### src/rtl/bcd_updown_timer_if.sv
// rtl/bcd_updown_timer_if.sv - control and display signals of the BCD up/down timer
interface bcd_updown_timer_if #(
    parameter int DIGITS = 3
);
    logic                  enable;
    logic                  up;
    logic                  load;
    logic [4*DIGITS-1:0]   load_value;
    logic [4*DIGITS-1:0]   bcd;
    logic [7*DIGITS-1:0]   hex;
    logic                  tick;
    logic                  wrap;
    logic                  load_err;

    modport master (
        output enable, up, load, load_value,
        input  bcd, hex, tick, wrap, load_err
    );

    modport slave (
        input  enable, up, load, load_value,
        output bcd, hex, tick, wrap, load_err
    );
endinterface

### src/rtl/bcd_updown_timer.sv
// rtl/bcd_updown_timer.sv - prescaled up/down modulo counter in packed BCD with 7-seg decode
// Optional leading-zero blanking of the display: define BCD_TIMER_BLANK_EN.
module bcd_updown_timer #(
    parameter int PRESCALE = 50000000,
    parameter int DIGITS   = 3,
    parameter int MODULUS  = 1000
) (
    input  logic              clock,
    input  logic              reset,
    bcd_updown_timer_if.slave bus
);
    localparam int BW = 4 * DIGITS;
    localparam int PW = (PRESCALE > 1) ? $clog2(PRESCALE) : 1;
    localparam logic [PW-1:0] PLAST = PW'(PRESCALE - 1);

    function automatic logic [BW-1:0] to_bcd(input longint value);
        logic [BW-1:0] r;
        longint v;
        r = '0;
        v = value;
        for (int i = 0; i < DIGITS; i++) begin
            r[4*i +: 4] = 4'(v % 10);
            v = v / 10;
        end
        return r;
    endfunction

    function automatic logic [6:0] seg(input logic [3:0] d);
        case (d)
            4'd0:    seg = 7'b1000000;
            4'd1:    seg = 7'b1111001;
            4'd2:    seg = 7'b0100100;
            4'd3:    seg = 7'b0110000;
            4'd4:    seg = 7'b0011001;
            4'd5:    seg = 7'b0010010;
            4'd6:    seg = 7'b0000010;
            4'd7:    seg = 7'b1111000;
            4'd8:    seg = 7'b0000000;
            4'd9:    seg = 7'b0010000;
            default: seg = 7'b1111111;
        endcase
    endfunction

    localparam logic [BW-1:0] TOP = to_bcd(longint'(MODULUS) - 1);

    logic [PW-1:0]   pcount;
    logic [BW-1:0]   count;
    logic [BW-1:0]   inc;
    logic [BW-1:0]   dec;
    logic            carry;
    logic            borrow;
    logic            digits_ok;
    logic            load_ok;
    logic            at_top;
    logic            at_zero;
    logic            wrap_q;
    logic            load_err_q;
    logic [7*DIGITS-1:0] hex_d;

    assign bus.tick     = bus.enable & (pcount == PLAST);
    assign bus.bcd      = count;
    assign bus.wrap     = wrap_q;
    assign bus.load_err = load_err_q;
    assign bus.hex      = hex_d;

    // Decimal carry/borrow ripple from digit 0 upward.
    always_comb begin
        inc       = count;
        dec       = count;
        carry     = 1'b1;
        borrow    = 1'b1;
        digits_ok = 1'b1;
        for (int i = 0; i < DIGITS; i++) begin
            if (carry) begin
                if (count[4*i +: 4] == 4'd9) begin
                    inc[4*i +: 4] = 4'd0;
                end else begin
                    inc[4*i +: 4] = count[4*i +: 4] + 4'd1;
                    carry = 1'b0;
                end
            end
            if (borrow) begin
                if (count[4*i +: 4] == 4'd0) begin
                    dec[4*i +: 4] = 4'd9;
                end else begin
                    dec[4*i +: 4] = count[4*i +: 4] - 4'd1;
                    borrow = 1'b0;
                end
            end
            if (bus.load_value[4*i +: 4] > 4'd9) begin
                digits_ok = 1'b0;
            end
        end
    end

    // With all digits legal, BCD ordering matches numeric ordering.
    assign load_ok = digits_ok && (bus.load_value <= TOP);
    assign at_top  = (count == TOP);
    assign at_zero = (count == '0);

    always_ff @(posedge clock) begin
        if (!reset) begin
            pcount     <= '0;
            count      <= '0;
            wrap_q     <= 1'b0;
            load_err_q <= 1'b0;
        end else begin
            wrap_q     <= 1'b0;
            load_err_q <= 1'b0;
            if (bus.load) begin
                if (load_ok) begin
                    count  <= bus.load_value;
                    pcount <= '0;
                end else begin
                    load_err_q <= 1'b1;
                end
            end else if (bus.tick) begin
                pcount <= '0;
                if (bus.up) begin
                    count  <= at_top ? '0 : inc;
                    wrap_q <= at_top;
                end else begin
                    count  <= at_zero ? TOP : dec;
                    wrap_q <= at_zero;
                end
            end else if (bus.enable) begin
                pcount <= pcount + PW'(1);
            end
        end
    end

`ifdef BCD_TIMER_BLANK_EN
    logic lead;

    always_comb begin
        hex_d = '0;
        lead  = 1'b1;
        for (int i = DIGITS - 1; i >= 0; i--) begin
            if (count[4*i +: 4] != 4'd0 || i == 0) begin
                lead = 1'b0;
            end
            hex_d[7*i +: 7] = lead ? 7'h7F : seg(count[4*i +: 4]);
        end
    end
`else
    always_comb begin
        hex_d = '0;
        for (int i = 0; i < DIGITS; i++) begin
            hex_d[7*i +: 7] = seg(count[4*i +: 4]);
        end
    end
`endif
endmodule
### src/flat_wrapper.sv
// flat-port wrapper written by rule: the top's interface ports become plain ports
module bcd_updown_timer_flat 
#(
    parameter int PRESCALE = 50000000,
    parameter int DIGITS   = 3,
    parameter int MODULUS  = 1000
)
  (clock, reset, bus_enable, bus_up, bus_load, bus_load_value, bus_bcd, bus_hex, bus_tick, bus_wrap, bus_load_err);
  bcd_updown_timer_if #(.DIGITS(DIGITS)) bus_i ();
  input  logic clock;
  input  logic reset;
  input wire logic [$bits(bus_i.enable)-1:0] bus_enable;
  input wire logic [$bits(bus_i.up)-1:0] bus_up;
  input wire logic [$bits(bus_i.load)-1:0] bus_load;
  input wire logic [$bits(bus_i.load_value)-1:0] bus_load_value;
  output wire logic [$bits(bus_i.bcd)-1:0] bus_bcd;
  output wire logic [$bits(bus_i.hex)-1:0] bus_hex;
  output wire logic [$bits(bus_i.tick)-1:0] bus_tick;
  output wire logic [$bits(bus_i.wrap)-1:0] bus_wrap;
  output wire logic [$bits(bus_i.load_err)-1:0] bus_load_err;
  assign bus_i.enable = bus_enable;
  assign bus_i.up = bus_up;
  assign bus_i.load = bus_load;
  assign bus_i.load_value = bus_load_value;
  assign bus_bcd = bus_i.bcd;
  assign bus_hex = bus_i.hex;
  assign bus_tick = bus_i.tick;
  assign bus_wrap = bus_i.wrap;
  assign bus_load_err = bus_i.load_err;
  bcd_updown_timer #(.PRESCALE(PRESCALE), .DIGITS(DIGITS), .MODULUS(MODULUS)) u_core (.clock(clock), .reset(reset), .bus(bus_i));
endmodule
### config.mk
export PLATFORM = sky130hd
export DESIGN_NAME = bcd_updown_timer_flat
export DESIGN_NICKNAME = d
export VERILOG_FILES = /design/src/rtl/bcd_updown_timer_if.sv /design/src/rtl/bcd_updown_timer.sv /design/src/flat_wrapper.sv
export SDC_FILE = /design/constraint.sdc
export NUM_CORES = 1
export LEC_CHECK = 0
export ABC_AREA = 1
export ABC_CLOCK_PERIOD_IN_PS = 4900
export CAP_MARGIN = 20
export CORE_MARGIN = 1
export CORE_UTILIZATION = 54
export CTS_CLUSTER_SIZE = 16
export DETAILED_ROUTE_END_ITERATION = 10
export PLACE_DENSITY = 0.76
export SYNTH_ARGS = -nofsm -noshare
export SYNTH_HDL_FRONTEND = slang
export SYNTH_SLANG_ARGS = --single-unit
### constraint.sdc
create_clock -name clock -period 4.9 [get_ports clock]
set_input_delay 0.735 -clock clock [delete_from_list [all_inputs] [get_ports clock]]
set_output_delay 0.735 -clock clock [all_outputs]
set_load 0.01 [all_outputs]
; ---- Word-level counts from Yosys, hierarchy flattened
; Memories as Yosys holds them, arrays and structs flattened. A register that Yosys moved wholly into a read port is not among the register bits.
; Index checks and enable logic that the tools add are counted.
; Widths: inputs -> output; s select.
[totals]
inputBits = 17
out_inout_bits = 36
reg_bits = 40
rom_bits = 336
mem_count = 3
[memory_table]
columns = name, words, word_bits, read_ports, rd_clocked_by_memory_dff, write_ports, line_no
row1 = (name not given), 16, 7, 1, 1, 0, bcd_updown_timer.sv:29  ; case (d)
row2 = (name not given), 16, 7, 1, 1, 0, bcd_updown_timer.sv:29
row3 = (name not given), 16, 7, 1, 1, 0, bcd_updown_timer.sv:29
[classes]
reduce_logical = 15
bitwise = 3
mux = 37
n_lt_le_gt_ge = 4
n_eq_ne = 8
n_addsub = 7
[op_table]
columns = cell, n
row1 = $mux 26, 4
row2 = $mux 12, 6
row3 = $mux 4, 16
row4 = $add 26x1->26 const B, 1
row5 = $eq 26x26->1 const B, 1
row6 = $add 4x1->4 const B, 3
row7 = $eq 12x12->1 const B, 1
row8 = $eq 4x4->1 const B, 3
row9 = $gt 4x4->1 const B, 3
row10 = $le 12x12->1 const B, 1
row11 = $logic_not 12->1, 1
row12 = $logic_not 4->1, 3
row13 = $sub 4x1->4 const B, 3
row14 = $mux 1, 11
row15 = $ne 4x1->1 const B, 2
row16 = $reduce_and 4->1, 2
row17 = $reduce_bool 4->1, 2
row18 = $reduce_and 2->1, 3
row19 = $reduce_bool 3->1, 1
row20 = $reduce_or 3->1, 1
row21 = $ne 2x1->1 const B, 1
row22 = $not 1->1, 2
row23 = $reduce_bool 2->1, 1
row24 = $and 1x1->1, 1
row25 = $logic_and 1x1->1, 1

; ---- Longest topological paths before layout
[depth]
word_depth = 10
depth_mapped = 18
depth_no_buf = 17

; ---- Least setup slack after synthesis
; Ideal clock, no wire load.
[synth_timing]
kind = input -> register
startpoint = input bus_load_value[6]
endpoint = register, netlist name u_core.bus.hex[0]
setup_ps = 115
required_time_ps = 4785
n_path_buf = 1
path_slack_ps = 2327
t_arrival_ps = 2458
path_stages = 13
path_cell_list = o21ai_0 nand4_1 nand2_4 buf_8 nand2_1 o21ai_2 inv_2 nor2_1 inv_1 ha_1 or2_2 nand3_1 nand2_1
[synth_via]
elab_chain_len = 8
word_cells_on_any_way = 9
classes_between = order compare (2) / eq/ne (1) / mux (4) / reduce/logical (2)
[synth_lines]
columns = item, line_no
row1 = "start, declared", flat_wrapper.sv:15  ; input wire logic [$bits(bus_i.load_value)-1:0] bus_load_value;
row2 = $gt 4x4->1, bcd_updown_timer.sv:90  ; if (bus.load_value[4*i +: 4] > 4'd9) begin
row3 = $mux 1 (2 in series), bcd_updown_timer.sv:90
row4 = $logic_and 1x1->1 *, bcd_updown_timer.sv:97  ; assign load_ok = digits_ok && (bus.load_value <= TOP);
row5 = $ne 2x1->1 (no line) *, -
row6 = $reduce_and 2->1 (no line) *, -
row7 = $mux 4 (no line) * (2 in series), -
; Every way passes the cells marked *; elsewhere a longest branch is shown, timed or not.
; A chain may end at the register's enable or synchronous reset.

; ---- Worst setup path after layout
[layout_timing]
startpoint = input bus_load
endpoint = register, netlist name u_core.bus.hex[10]
[layout_via]
elab_chain_len = 4
word_cells_on_any_way = 8
classes_between = eq/ne (2) / mux (3) / reduce/logical (3)
[layout_lines]
columns = item, line_no
row1 = "start, declared", flat_wrapper.sv:14  ; input wire logic [$bits(bus_i.load)-1:0] bus_load;
row2 = $ne 4x1->1 (no line) (tied with other cells), -
row3 = $reduce_and 4->1 (no line), -
row4 = $mux 4 (no line) * (2 in series), -
; Marked as above.

==> impl_metrics.yaml <==
job:
  drv_cap: 0
floorplanning:
  ios: 53
  dieArea_sq_um: 7780
  num_rows: 31
  core_area_sq_um: 7210
  start_util: 0.556
  die_w_um: 88.2
  die-height_um: 88.2
placed_design:
  dp_hpwl_mm: 7.16
  pre_cts_ws_ns: 1.42
  placed_cell_area_sq_um: 4600
  place.gp.congestion: 0.915
  io_buffers: 52
cells_and_area:
  final-seq-area_sq_um: 1220
  antenna_cells: 0
  fin_nets: 680
  final_area_sq_um: 4810
  layout-drive-gt1-share: 0.0981
  multiInputGateArea_sq_um: 2420
  filler_cell_count: 686
  final_util: 0.667
  area_growth_pct: 20.0
yosys:
  ys_types: 38
  ys_warn_count: 0
  synth_area_sq_um: 4010
  ys_seq_area_frac: 0.304
  syn_inst: 586
  syn-num-nets: 628
  synth.avg_cell_area_sq_um: 6.85
  ys_ff_latch: 61
setup_path:
  end_kind: "register"
  cp.arrival_ns: 3.38
  rr_worst_depth: 16
  worstReg2RegStart: "u_core.pcount[0]"
  start_kind: "primary input"
  r2r_setup_slack_ns: 2.14
  crit_path_end: "u_core.bus.hex[10]"
  required_ns: 5.14
  critical_path_class: "in2reg"
  r2r-end: "u_core.bus.hex[0]"
  cp_max_fo: 11
  startpoint: "bus_load"
grt:
  grt-ovfl-total: 0
  grt_usage: 0.265
  antenna_found_initial: 0
  grt_pass1_vias: 3551
  grt_pass1_wl_mm: 16.2
  grt_max_degree: 36
clock_network:
  cts_tree: "done"
  clockRootBuffer: "clkbuf_8"
  post_cts_buffers: 0
  cts_buffers: 9
  clkTransAtPathRegs_ns: 0.07
  insertion_delay_ns: 0.35
  cts_resized: 0
  htree_levels: 3
  cts_max_path_buffers: 2
  postCtsHoldBufs: 0
  clock_sinks: 61
timing:
  hold_viol_final: 0
  fin_crit_sh: 0.641
  period_needed_ns: 3.14
  fmax_mhz: 319
  finClkSkew_ns: 0.0116
  grt_setup_unrepaired: "false"
  finalMaxSlewViolations: 0
  max-slew-margin-rel: 0.508
  setup_tns_ns: 0
  tightest_slew_ns: 0.736
  setup_ws_ns: 1.76
  setup_viol: 0
power:
  power_leakage_uw: 0.00218
  p_per_area_nw_per_um2: 264
  vdd_ir_drop_max_mv: 0.169
drt:
  route.detailed.drc: 0
  num_vias: 4035
  wl_per_cell_um: 13.1
  dr.pass1.iters: 5
  drt_iter0_drc: 190
  drtAntennaViolNets: 0
  drt-total-wl_mm: 9.71
  vias_per_cell: 5.45
hold_path:
  hp-class: "reg2reg"
outcome:
  outcome: "finished, final reports clean"
-- cell families (layout without fill, tap and decap cells) --
kind of cell / count (synthesis) / after routing / synth area share
XOR/XNOR: 7 / 7 / 0.0153
flip-flops: 61 / 61 / 0.304
adder cells (fa/ha/maj): 25 / 25 / 0.0780
AO/OA/AOI/OAI: 85 / 85 / 0.124
AND/OR/NAND/NOR: 314 / 314 / 0.386
buffers and inverters: 94 / 150 / 0.0926
-- worst min path at each step --
| stage | start | to | depth (start not counted) | slack, ns |
|---|---|---|---|---|
| after floorplan | u_core.pcount[25] | u_core.pcount[25] | 2 | 0.45 |
| after global placement | u_core.pcount[23] | u_core.pcount[23] | 2 | 0.46 |
| after detailed placement | u_core.pcount[23] | u_core.pcount[23] | 2 | 0.47 |
| after CTS | u_core.pcount[23] | u_core.pcount[23] | 2 | 0.49 |
| after global routing | u_core.pcount[23] | u_core.pcount[23] | 2 | 0.51 |
| final | u_core.pcount[1] | u_core.pcount[1] | 2 | 0.49 |
-- final cells by class --
| cell class | instances | share of cell area |
|---|---|---|
| Sequential cell | 61 | 0.254 |
| Inverter | 82 | 0.0640 |
| Clock inverter | 6 | 0.0185 |
| Tap cell | 99 | 0.0257 |
| Multi-Input combinational cell | 431 | 0.503 |
| Clock buffer | 9 | 0.0257 |
| Timing Repair Buffer | 53 | 0.110 |
-- registers in the layout, indices dropped and copies added (netlist names) --
name,count
u_core.bus.bcd,12
u_core.pcount,26
u_core.bus.load_err,1
u_core.bus.wrap,1
u_core.bus.hex,21
-- routing by layer --
layer | wire, um | global-route usage | vias to the layer above
met4 | 157 | 0.0689 | 0
met3 | 511 | 0.0547 | 20
met1 | 4550 | 0.347 | 1864
met2 | 4500 | 0.442 | 119
met5 | 0 | 0 | -
li1 | - | - | 2032
-- per-stage QoR --
step | hold WS, ns | std cells | total power [uW]
final | 0.487 | 741 | 1270
after global routing | 0.515 | 741 | 1330
after CTS | 0.486 | 741 | 1280
after detailed placement | 0.474 | 726 | 780
after global placement | 0.463 | 726 | 777
after floorplan | 0.453 | 586 | 690
-- cells in the final DEF, fill, tap and decap left out, types with 3 or more instances in the layout --
master           Yosys  layout
xor2_1               3       3
clkdlybuf4s50_1      0      52
nor2_2               5       5
nor4_1               3       3
inv_2                3       3
inv_1               78      78
nand3_1             54      54
ha_1                25      25
o21ai_0             35      35
dfxtp_1             61      61
nor2_1              43      43
xnor2_1              4       4
nor3_1              10      10
nand2_1            138     138
nand3_2             10      10
o211ai_1             6       6
nand4_1             22      22
clkbuf_8             0       9
a21oi_1             30      30
or2_2                4       4
nand2_4              5       5
nand2_2             11      11
nand3_4              4       4
-- Yosys cell counts --
cell      number  area share
buf_2          6      0.0075
o21ai_2        2      0.0044
buf_8          1      0.0037
nand2_2       11       0.017
ha_1          25       0.078
nor3_2         1      0.0025
nand3b_1       2      0.0037
dfxtp_1       61        0.30
a211oi_1       2      0.0037
o221ai_1       1      0.0022
nand3_2       10       0.025
inv_2          3      0.0028
or2_2          4      0.0062
clkinv_1       1     0.00093
a21oi_1       30       0.037
nor3_1        10       0.012
a31oi_1        2      0.0031
nor4_1         3      0.0047
a22oi_4        1      0.0053
a221oi_1       1      0.0022
o211ai_1       6       0.011
o31ai_1        1      0.0019
nand3_1       54       0.067
inv_1         78       0.073
nor2_2         5      0.0078
xor2_1         3      0.0066
xnor2_1        4      0.0087
a32oi_1        1      0.0022
nand2_4        5       0.014
o21ai_0       35       0.044
nand3_4        4       0.017
nor2_1        43       0.040
nand2_1      138        0.13
a22oi_1        2      0.0037
nor3b_1        2      0.0037
nand4_1       22       0.034
o221a_2        1      0.0028
clkbuf_1       5      0.0047
-- where the power goes --
| part | switching, uW | internal, uW | leakage, uW |
|---|---|---|---|
| registers | 13.4 | 521 | 0.000496 |
| logic | 137 | 99.5 | 0.00158 |
| clock network | 214 | 283 | 0.000101 |
| total | 365 | 903 | 0.00218 |
-- worst max-delay path: stages --
cell and delay, ns:
clkdlybuf4s50_1 0.57, nor2_1 0.65, inv_1 0.08, o21ai_0 0.17, inv_1 0.14, nand2_2 0.13, nand2_1 0.07, nand2_2 0.09
nand2_4 0.08, inv_1 0.11, ha_1 0.23, inv_1 0.05, nand4_1 0.11, nand3_1 0.12, nand2_1 0.05
No activity file was read; power rests on OpenSTA's default activity.
